==> src/rtl/pingpong_ram.sv <==
// Double-buffered complex-sample frame store: one bank fills while the other drains.
// Frames complete on a last-write and are released on a last-read.
module pingpong_ram #(
   parameter int N      = 8,
   parameter int I      = 4,
   parameter int F      = 4,
   parameter int BITREV = 0,
   localparam int A     = (N > 1) ? $clog2(N) : 1,
   localparam int W     = I + F
) (
   input  logic         clk,
   input  logic         rst,
   input  logic         i_wr_en,
   input  logic [A-1:0] i_wr_addr,
   input  logic [W-1:0] i_wr_re,
   input  logic [W-1:0] i_wr_im,
   input  logic         i_wr_last,
   input  logic         i_rd_en,
   input  logic [A-1:0] i_rd_addr,
   input  logic         i_rd_last,
   output logic         o_wr_ready,
   output logic         o_rd_valid,
   output logic [W-1:0] o_rd_re,
   output logic [W-1:0] o_rd_im,
   output logic         o_rd_dv,
   output logic         o_wr_ovf
);

   logic [1:0]     full;
   logic [1:0]     full_nxt;
   logic           wr_sel;
   logic           rd_sel;
   logic           wr_acc;
   logic           rd_acc;
   logic [A-1:0]   wr_addr_eff;
   logic [2*W-1:0] mem [0:2*N-1];

   // Handshake: a write transfers when i_wr_en && o_wr_ready, a read when
   // i_rd_en && o_rd_valid; the *_last qualifiers only matter on a transfer.
   assign o_wr_ready = !full[wr_sel];
   assign o_rd_valid = full[rd_sel];
   assign wr_acc     = i_wr_en && o_wr_ready;
   assign rd_acc     = i_rd_en && o_rd_valid;

   generate
      if (BITREV != 0) begin : g_rev
         always_comb begin
            wr_addr_eff = '0;
            for (int b = 0; b < A; b++) wr_addr_eff[b] = i_wr_addr[A-1-b];
         end
      end else begin : g_lin
         assign wr_addr_eff = i_wr_addr;
      end
   endgenerate

   // Write and read banks never coincide, so set and clear cannot collide.
   always_comb begin
      full_nxt = full;
      if (wr_acc && i_wr_last) full_nxt[wr_sel] = 1'b1;
      if (rd_acc && i_rd_last) full_nxt[rd_sel] = 1'b0;
   end

   // Storage is left unreset so it maps onto block RAM.
   always_ff @(posedge clk) begin
      if (rst && wr_acc) mem[{wr_sel, wr_addr_eff}] <= {i_wr_re, i_wr_im};
   end

   always_ff @(posedge clk) begin
      if (!rst) begin
         full     <= 2'b00;
         wr_sel   <= 1'b0;
         rd_sel   <= 1'b0;
         o_rd_re  <= '0;
         o_rd_im  <= '0;
         o_rd_dv  <= 1'b0;
         o_wr_ovf <= 1'b0;
      end else begin
         full     <= full_nxt;
         o_wr_ovf <= i_wr_en && !o_wr_ready;
         o_rd_dv  <= rd_acc;
         if (wr_acc && i_wr_last) wr_sel <= ~wr_sel;
         if (rd_acc && i_rd_last) rd_sel <= ~rd_sel;
         if (rd_acc) {o_rd_re, o_rd_im} <= mem[{rd_sel, i_rd_addr}];
      end
   end

endmodule
==> config.mk <==
export PLATFORM = sky130hd
export DESIGN_NAME = pingpong_ram
export DESIGN_NICKNAME = d
export VERILOG_FILES = /design/src/rtl/pingpong_ram.sv
export SDC_FILE = /design/constraint.sdc
export NUM_CORES = 1
export LEC_CHECK = 0
export CORE_UTILIZATION = 40
export DETAILED_ROUTE_END_ITERATION = 10
export GPL_TIMING_DRIVEN = 0
export PLACE_DENSITY = 0.6
export SLEW_MARGIN = 25
export SYNTH_ARGS = -nofsm -noshare
export SYNTH_HDL_FRONTEND = slang
export SYNTH_SLANG_ARGS = --single-unit
==> constraint.sdc <==
create_clock -name clk -period 4.4 [get_ports clk]
set_clock_uncertainty 0.15 [all_clocks]
set_input_delay 0.44 -clock clk [delete_from_list [all_inputs] [get_ports clk]]
set_output_delay 0.44 -clock clk [all_outputs]
set_load 0.05 [all_outputs]
; ---- After elaboration in Yosys (flattened, before gate mapping)
; Memories as Yosys holds them, arrays and structs flattened. A register that Yosys moved wholly into a read port is not among the register bits.
; Index checks and enable logic that the tools add are counted.
[classes]
n_lt_le_gt_ge = 4
n_mux = 12
bitwise_logic = 5
reduce_logical = 10
[ops]
columns = cell, count
row1 = $logic_and A1 B1 Y1, 8
row2 = $mux W1, 8
row3 = $lt A1 B2 Y1 const B, 2
row4 = $mux W2, 2
row5 = $and A2 B2 Y2, 1
row6 = $demux W1 S1, 2
row7 = $ge A1 B1 Y1 const B, 2
row8 = $logic_not A1 Y1, 2
row9 = $not A1 Y1, 2
row10 = $not A2 Y2, 1
row11 = $or A2 B2 Y2, 1
[word_totals]
ff_bits = 6
ramBits = 256
inputBits = 28
out_inout_bits = 20
memories = 1
[memory_table]
columns = name, words, width, read_ports, rd_clocked_by_memory_dff, write_ports, line
row1 = mem, 16, 16, 1, 1, 1, 36  ; logic [2*W-1:0] mem [0:2*N-1];

; ---- Longest topological paths before layout
[logic_depth]
ltp_word = 8
mapped_depth = 7

; ---- Worst setup path before layout
; OpenSTA, ideal clock, no wires.
[synth_timing]
path_type = register to register
start = register wr_sel
end = memory mem[0][0] in the netlist's numbering (enable)
setup_time_ns = 0.409
arrival_ns = 2.893
slack_ns = 0.947
path_stages_with_launch = 5
cell_sequence = dfxtp_1 > mux2i_1 > nor3b_1 > nand2b_1 > nor3_1
[synth_between]
elab_chain_cells = 7
[synth_lines]
columns = item, line
row1 = "start, declared", 31  ; logic wr_sel;
row2 = "start signal, assigned", 81  ; if (wr_acc && i_wr_last) wr_sel <= ~wr_sel;
row3 = $mux W1 (implied by the code) (2 in series), 40  ; assign o_wr_ready = !full[wr_sel];
row4 = $logic_not A1 Y1, 40
row5 = named net o_wr_ready, 21  ; output logic o_wr_ready,
row6 = $logic_and A1 B1 Y1, 42  ; assign wr_acc = i_wr_en && o_wr_ready;
row7 = $logic_and A1 B1 Y1, 65  ; if (rst && wr_acc) mem[{wr_sel, wr_addr_eff}] <= {i_wr_re, i_wr_im};
row8 = $mux W1, 65
row9 = $mux W1 (implied by the code), 65
row10 = "end, declared", 36
; The timed path passes the listed nets, and every way through them passes these cells. The select of a mux whose other input is x is not followed.

; ---- Worst setup path after layout
[layout_timing]
start = register full[0]
end = output o_rd_valid
[layout_between]
elab_chain_cells = 2
[layout_lines]
columns = item, line
row1 = "start, declared", 29  ; logic [1:0] full;
row2 = "start signal, assigned", 78  ; full <= full_nxt;
row3 = $mux W1 (implied by the code) (2 in series), 41  ; assign o_rd_valid = full[rd_sel];
row4 = "end, declared", 22  ; output logic o_rd_valid,
; Every way passes these cells. The select of a mux whose other input is x is not followed.

==> metrics.md <==
| Metric | Value |
|---|---|
| Run status | finished, violations left |
| Violated checks | design-rule violations |
| Post-Route Utilization | 49.0% |
| WP data arrival | 2.13 ns |
| Area after DPL | 0.0118 mm2 |
| Via count | 5408 |
| R2r worst-path depth | 5 |
| Post-CTS Repair Setup Buffers | 0 |
| Vias in the first global route | 5633 |
| Gate Count Post-Synth | 534 |
| DR iter-0 viols | 484 |
| Die area | 0.0275 mm2 |
| Buffers on Ports | 44 |
| Largest net degree at the start of global routing | 17 |
| WHS | 0.341 ns |
| Fillers | 2132 |
| Post-synth EDFFs | 256 |
| Die Span Y | 166 um |
| GP Congestion | 0.770 |
| Max Cap Viol | 0 |
| Ys async rst share | 0% |
| Drt pass-1 iters | 7 |
| Residual DRC count | 6 |
| CP startpoint kind | flip-flop |
| Avg Synthesized Cell Area | 20.1 um2 |
| Global-route wire length before repair | 34.5 mm |
| Hold Violations, Final | 0 |
| RSZ-0062 raised after global routing | false |
| Commonest non-fill, non-tap cells in the layout | edfxtp_1, mux2_2, clkdlybuf4s50_1 |
| Fin Setup TNS | 0 ns |
| Relative slew slack | 50.2% |
| Slew @ Worst Pin | 0.743 ns |
| Hold depth | 1 |
| Skew-Pair Late Insertion Delay | 0.53 ns |
| Drt total wl | 22.9 mm |
| Post-route cell area | 0.0128 mm2 |
| Commonest non-fill, non-tap cell in the layout | edfxtp_1 |
| Via density per instance | 5.50 |
| Period utilisation layout | 61.8% |
| Fin. max-slew vios | 0 |
| Clock-pin slew on the worst setup and hold paths | 0.06 ns |
| Largest delay share family, worst path | buffers and inverters |
| Max rail drop VDD | 324 uV |
| F_max | 368 MHz |
| Critical path class | reg2out |
| CTS H-tree lvls | 1 |
| Maximum clock path buffer count | 3 |
| CTS tree | yes |
| Mapped cell area | 0.0107 mm2 |
| Yosys warnings | 0 |
| Max incr delay on CP | 0.82 ns |
| Top FF cell, synth | edfxtp_1 |
| PD cells | 448 mW/mm2 |
| CTS buffer count | 28 |
| Root buf cell | clkbuf_16 |
| Routed Antenna Nets | 0 |
| Antenna violations before repair | 2 |
| Die X | 166 um |
| CTS Hold Bufs | 0 |
| All-layer global routing usage | 16.8% |
| Worst Path Required | 3.81 ns |
| Starting density of the core | 41.0% |
| Diodes inserted | 0 |
| Gr ovfl total | 0 |
| Worst-path fanout max | 5 |
| Post-CTS sizing | 0 |
| Core area | 0.0262 mm2 |
| Io pins | 48 |
| Critical-path cell list | nor2b_1 -> a21o_1 -> clkdlybuf4s50_1 |
| Layout Area Growth over Synthesis | 19.6% |
| Setup Viol. Count Final | 0 |
| Yosys cell types | 34 |
| Proportion of layout cells with a drive suffix above 1 | 27.3% |
| HP Class | reg2reg |
| FF+latch count, synth | 278 |
| Min Clock Period, post-route | 2.72 ns |
| WP buf/inv | 1 |
| Final #Nets | 654 |
| Syn Nets | 562 |
| Crit end category | output port |
| Sequential element share of the synthesized area | 75.7% |
| CP max stage cell | clkdlybuf4s50_1 |
| Detail Placement HPWL | 15.3 mm |
| Wire per inst | 23.3 um |
| Clk sink count | 278 |
| CP Depth | 3 |
| Tot Pwr | 5.75 mW |
| P_leak | 4.20 nW |
| Row Count | 59 |
layout make-up:
cell class                 instances  area [um2]  area share [%]
sequential                       278        8130            63.3
multi-input combinational        226        2500            19.4
clock buffer                      41         852            6.64
timing repair buffer              62         621            4.83
tap                              335         419            3.26
buffer                            29         163            1.27
clock inverter                    11         158            1.23
inverter                           1        3.75          0.0292
where the power goes:
part | switching (mW) | total [mW] | internal (mW) | leakage (nW)
Clock | 0.959 | 2.53 | 1.57 | 0.499
Combinational | 0.178 | 0.301 | 0.123 | 1.22
Sequential | 0.0112 | 2.92 | 2.91 | 2.48
worst paths after layout:
kind | from | slack (ns) | endpoint
setup / recovery | full[0]$_SDFF_PN0_ | 1.68 | o_rd_valid
hold / removal | o_rd_im[6]$_SDFFE_PN0P_ | 0.34 | o_rd_im[6]$_SDFFE_PN0P_
setup reg to reg | wr_sel$_SDFFE_PN0N_ | 1.82 | mem[0][14]$_DFFE_PP_
hold reg to reg | o_rd_im[6]$_SDFFE_PN0P_ | 0.34 | o_rd_im[6]$_SDFFE_PN0P_
cell usage after synthesis, types with 2 or more instances:
master | n | share of area, %
edfxtp_1 | 256 | 72
mux2_2 | 80 | 8.4
o22ai_1 | 32 | 1.9
mux4_1 | 30 | 7.3
dfxtp_1 | 22 | 4.1
nor3_1 | 20 | 0.93
a221o_1 | 16 | 1.5
clkbuf_1 | 15 | 0.52
nor2_1 | 15 | 0.52
buf_2 | 7 | 0.33
buf_6 | 6 | 0.63
nand2_1 | 6 | 0.21
nand2b_1 | 4 | 0.23
nand3_1 | 3 | 0.14
and3_1 | 2 | 0.12
mux4_2 | 2 | 0.42
sequential cells by signal, summed over array words and instances, names as in the netlist:
name and count:
o_rd_re 8, o_wr_ovf 1, mem 256, wr_sel 1, o_rd_im 8, o_rd_dv 1
rd_sel 1, full 2
layer usage:
layer | vias to the layer above | global-route usage, % | part of all wire [%]
li1 | 2425 | - | -
met1 | 2778 | 23.1 | 45
met5 | - | 0 | 0.10
met2 | 164 | 27.9 | 48
met4 | 4 | 4.35 | 1.9
met3 | 37 | 3.00 | 5.1
logic make-up after synthesis:
group           count (synthesis)  synth area share (%)
compound gates                 55                  3.82
flops                         278                  75.7
simple gates                   58                  2.68
mux                           113                  16.2
buf+inv                        30                  1.55
per-stage QoR:
step | setup WS [ns] | instances
global route | 1.64 | 983
floorplan | 0.947 | 534
detailed placement | 1.34 | 931
global placement | 0.0188 | 913
finish | 1.68 | 983
CTS | 1.68 | 983
Note: power is estimated with default switching activity, not from simulation.
